File: src/rtl/types.sv
// Shared pipeline types: instruction record, opcode macros and memory-stage constants.
`ifndef TYPES_SV
`define TYPES_SV

`define OPC_ADD   7'h01
`define OPC_SUB   7'h02
`define OPC_LOAD  7'h10
`define OPC_STORE 7'h11

package types;

  typedef struct packed {
    logic       is_valid;
    logic [6:0] op;
    logic [4:0] rd;
    logic [4:0] rs1;
    logic [4:0] rs2;
  } InstructionDetails;

  typedef enum logic {
    IDLE,
    WAIT_ACK
  } MemState;

  localparam logic [1:0] MEM_ALIGN_MASK = 2'b11;

endpackage

`endif

File: src/rtl/memory_access.sv
// Memory pipeline stage: passes ALU results through and performs word loads/stores
// over a req/ack bus, stalling upstream until the access completes or times out.
module memory_access
  import types::*;
#(
  parameter int unsigned TIMEOUT_CYCLES = 255
) (
  input  logic              rst_async,
  input  logic              clk,
  input  InstructionDetails in_details,
  input  logic [31:0]       in_result,
  input  logic [31:0]       in_store_data,
  output logic              stall,
  output logic              mem_req,
  output logic              mem_we,
  output logic [31:0]       mem_addr,
  output logic [31:0]       mem_wdata,
  input  logic              mem_ack,
  input  logic [31:0]       mem_rdata,
  output InstructionDetails out_details,
  output logic [31:0]       out_data,
  output logic              fault
);

  MemState           state;
  InstructionDetails held_details;
  logic [15:0]       timeout_cnt;
  logic              mem_op;
  logic              aligned;
  logic              timed_out;

  assign mem_op    = in_details.is_valid &&
                     (in_details.op inside {`OPC_LOAD, `OPC_STORE});
  assign aligned   = (in_result[1:0] & MEM_ALIGN_MASK) == 2'b00;
  assign timed_out = !mem_ack && (timeout_cnt == 16'(TIMEOUT_CYCLES));

  // An ack in the timeout cycle wins, so stall only drops on ack or expiry.
  always_comb begin
    stall = 1'b0;
    if (state == IDLE) begin
      stall = mem_op && aligned;
    end else begin
      stall = !mem_ack && !timed_out;
    end
  end

  always_ff @(posedge clk or posedge rst_async) begin
    if (rst_async) begin
      state        <= IDLE;
      held_details <= '0;
      timeout_cnt  <= '0;
      mem_req      <= 1'b0;
      mem_we       <= 1'b0;
      mem_addr     <= '0;
      mem_wdata    <= '0;
      out_details  <= '0;
      out_data     <= '0;
      fault        <= 1'b0;
    end else begin
      fault <= 1'b0;
      case (state)
        IDLE: begin
          out_details <= in_details;
          out_data    <= in_result;
          if (mem_op) begin
            out_details.is_valid <= 1'b0;
            if (!aligned) begin
              fault <= 1'b1;
            end else begin
              held_details <= in_details;
              mem_addr     <= in_result;
              mem_wdata    <= in_store_data;
              mem_we       <= (in_details.op == `OPC_STORE);
              mem_req      <= 1'b1;
              timeout_cnt  <= '0;
              state        <= WAIT_ACK;
            end
          end
        end
        WAIT_ACK: begin
          out_details.is_valid <= 1'b0;
          if (mem_ack) begin
            mem_req     <= 1'b0;
            out_details <= held_details;
            out_data    <= mem_we ? mem_wdata : mem_rdata;
            state       <= IDLE;
          end else if (timed_out) begin
            mem_req <= 1'b0;
            fault   <= 1'b1;
            state   <= IDLE;
          end else begin
            timeout_cnt <= timeout_cnt + 16'd1;
          end
        end
        default: state <= IDLE;
      endcase
    end
  end

endmodule
File: config.mk
export PLATFORM = sky130hd
export DESIGN_NAME = memory_access
export DESIGN_NICKNAME = d
export VERILOG_FILES = /design/src/rtl/types.sv /design/src/rtl/memory_access.sv
export SDC_FILE = /design/constraint.sdc
export NUM_CORES = 1
export LEC_CHECK = 0
export ABC_AREA = 0
export ABC_CLOCK_PERIOD_IN_PS = 6220
export BUFFER_PORTS_ARGS = -buffer_cell sky130_fd_sc_hd__buf_2
export CAP_MARGIN = 20
export CORE_ASPECT_RATIO = 1.5
export CORE_MARGIN = 3
export CORE_UTILIZATION = 50
export DETAILED_ROUTE_END_ITERATION = 6
export GPL_TIMING_DRIVEN = 0
export PLACE_DENSITY = 0.8
export REMOVE_ABC_BUFFERS = 1
export SLEW_MARGIN = 20
export SYNTH_ARGS = -nofsm -noshare
export SYNTH_HDL_FRONTEND = slang
export SYNTH_SLANG_ARGS = --single-unit
File: constraint.sdc
create_clock -name clk -period 6.22 [get_ports clk]
set_input_delay 0 -clock clk [delete_from_list [all_inputs] [get_ports clk]]
set_output_delay 0 -clock clk [all_outputs]
set_load 0.005 [all_outputs]
==> results.toml <==
[global_routing]
grt_max_degree = 109
grt_pass1_vias = 6652
antenna_found_initial = 0
grt_overflow_total = 0
track_usage = 0.263
grt_pass1_wl_um = 33800

[routing]
wl_um = 20800
viasPerCell = 5.50
vias = 6079
drtIter0Drc = 315
drc = 0
wire_per_inst_um = 18.8
ant_nets = 0
firstDrtPassIters = 4

[worst_hold_path]
hp-class = "in -> reg"
min_path_cells = 4

[clock_network]
cts_setup_buffers = 0
cts_buffer_depth = 2
clk_pin_slew_ps = 70
clk_latency_ps = 420
cts_buffers = 17
cts_resized = 0
htreeDepth = 4
clock_sinks = 162
cts-root-buf = "clkbuf_16"
tritoncts = "done"

[timing]
setup_viol = 0
final_max_slew_viol_count = 0
slew_headroom = 0.499
grt_setup_unrepaired = "no"
hold_viol = 0
worstMarginPinSlew_ps = 751
fmax_ghz = 0.346
finalCritPeriodShare = 0.465
setup-tns-final_ps = 0
skew_ps = 17.4
fin_ws_ps = 3330
period_needed_ps = 2890

[yosys]
synth_enable_flop_cells = 0
ys_seq_area_frac = 0.563
synth-seq-cells = 162
yosysWarnings = 0
synth_cell_type_count = 47
synthArstFlopShare = 1.00
syn_area_um2 = 7200
synthFlopType = "dfrtp_1"
syn_inst = 579
postSynthAreaPerCell_um2 = 12.4

[die]
rows = 53
initial_core_util = 0.512
fp.dieH_um = 153
io_pins = 245
die_w_um = 104
coreArea_um2 = 14100
die_area_um2 = 15900

[pwr]
finalPower_mw = 2.56
p_leak_nw = 5.30
power_per_cell_area_nw_per_um2 = 252
ir_drop_v = 0.000196

[job]
max_cap_violations = 0

[setup_path]
cp_max_fo = 30
cp-end-kind = "output pin"
slowest_delay_ps = 610
critPathSlowestCell = "dfrtp_2"
arrival_ps = 2890
reg2reg_slack_ps = 3570
worst-path-buf-inv = 4
worstSetupStartpointType = "flop"
worst-path-stages = 7
cp_top_family = "buffers and inverters"
path_cells = "buf_16, nor2b_1, nand4_1, buf_8, and2_1, inv_2, buf_2"
reg2regPathDepth = 6
crit_type = "reg -> out"
required_ps = 6220

[layout]
n_antenna_cell = 0
layoutNonFillerInstCount = 1106
drive_gt1_frac = 0.416
layout.nets = 1024
fillerInstances = 900
syn2layout_area_growth_pct = 41.0

[place]
hpwl_um = 13200
routabilityCongestion = 0.842
place_inst = 986
io_buffers = 244
preCtsSetupSlack_ps = 3620

[run_status]
status = "completed"
==> worst min-delay path, delay by kind of cell <==
family	cells	cell delay (ps)
compound gates	1	70
buf+inv	1	90
simple gates	2	230
==> Yosys cell counts, types with 2 or more instances <==
master | n | area (um^2)
a211o_1 | 4 | 35.0
a211oi_1 | 32 | 240
a21o_1 | 33 | 248
a21oi_1 | 28 | 140
a31oi_1 | 4 | 25.0
a41oi_1 | 2 | 17.5
and2_1 | 9 | 56.3
and3_1 | 3 | 18.8
buf_2 | 8 | 40.0
buf_6 | 10 | 113
clkbuf_1 | 21 | 78.8
dfrtp_1 | 162 | 4050
inv_1 | 5 | 18.8
mux2_2 | 79 | 890
mux2i_1 | 56 | 561
nand2_1 | 9 | 33.8
nand2b_1 | 4 | 25.0
nand3_1 | 9 | 45.0
nand4_1 | 4 | 25.0
nor2_1 | 57 | 214
nor3_1 | 3 | 15.0
nor4_1 | 2 | 12.5
nor4_2 | 2 | 25.0
o21ai_0 | 5 | 25.0
or3_1 | 3 | 18.8
or4_1 | 4 | 30.0
==> sequential cells by signal, summed over array words and instances (netlist names), 16 cells and up <==
register / flops
held_details: 23
timeout_cnt: 16
mem_addr: 32
mem_wdata: 32
out_data: 32
out_details: 23
==> worst paths after layout <==
| path | to | startpoint |
|---|---|---|
| setup / recovery | stall | state$_DFF_PP0_ |
| hold / removal | fault$_DFF_PP0_ | in_details[22] |
| setup reg to reg | timeout_cnt[9]$_DFFE_PP0P_ | state$_DFF_PP0_ |
| hold reg to reg | held_details[22]$_DFFE_PP0P_ | held_details[22]$_DFFE_PP0P_ |
| max in group asynchronous | mem_wdata[0]$_DFFE_PP0P_ | rst_async |
| min in group asynchronous | mem_wdata[3]$_DFFE_PP0P_ | rst_async |
==> placed cells by master, fill, tap and decap left out, types with 5 or more instances in the layout <==
cell	Yosys	final
a211oi_1	32	32
a21o_1	33	33
a21oi_1	28	28
and2_1	9	9
buf_2	8	243
buf_6	10	6
clkbuf_16	0	17
dfrtp_1	162	160
dlygate4sd3_1	0	88
mux2_2	79	79
mux2i_1	56	56
nand2_1	9	9
nand3_1	9	9
nor2_1	57	57
o21ai_0	5	5
==> layer usage <==
layer  track usage  vias up  wire length (um)
met3        0.0473       64              1060
li1              -     2750                 -
met4         0.123        0               766
met5             0        -                 0
met2         0.472      245             11200
met1         0.304     3020              7820
==> timing repair <==
item	in CTS	in global routing
hold buffers	88	0
endpoints found under the hold margin	189	0
setup endpoints to repair	0	0
==> cell type report <==
type / instances / area [um^2] / share of cell area
Inverter: 6 / 32.5 / 0.00320
Tap cell: 192 / 240 / 0.0237
Timing Repair Buffer: 343 / 2280 / 0.225
Multi-Input combinational cell: 371 / 2890 / 0.284
Clock inverter: 14 / 214 / 0.0211
Sequential cell: 162 / 4060 / 0.400
Clock buffer: 18 / 439 / 0.0433
==> where the power goes <==
group,switching [mW],internal [mW],total (mW),leakage [nW]
logic,0.120,0.146,0.266,2.89
clock network,0.456,0.699,1.15,0.318
registers,0.0360,1.10,1.14,2.10
total,0.612,1.95,2.56,5.30
==> through the flow <==
step / instance area (um^2) / hold slack (ps) / util
2_1_floorplan: 6960 / 117 / -
3_3_place_gp: 8420 / 215 / 0.599
3_5_place_dp: 8620 / 43.7 / 0.613
4_1_cts: 10200 / 16.3 / 0.722
5_1_grt: 10200 / 25.7 / 0.722
6_report: 10200 / 32.2 / 0.722
==> cells by family after synthesis <==
kind of cell,count (synthesis),synth area share
buffers and inverters,46,0.0358
and+or+nand+nor,117,0.0831
adders and majority gates,1,0.00174
DFF,162,0.563
muxes,135,0.201
AOI/OAI and AO/OA,118,0.115
Note: power is estimated with default switching activity, not from simulation.
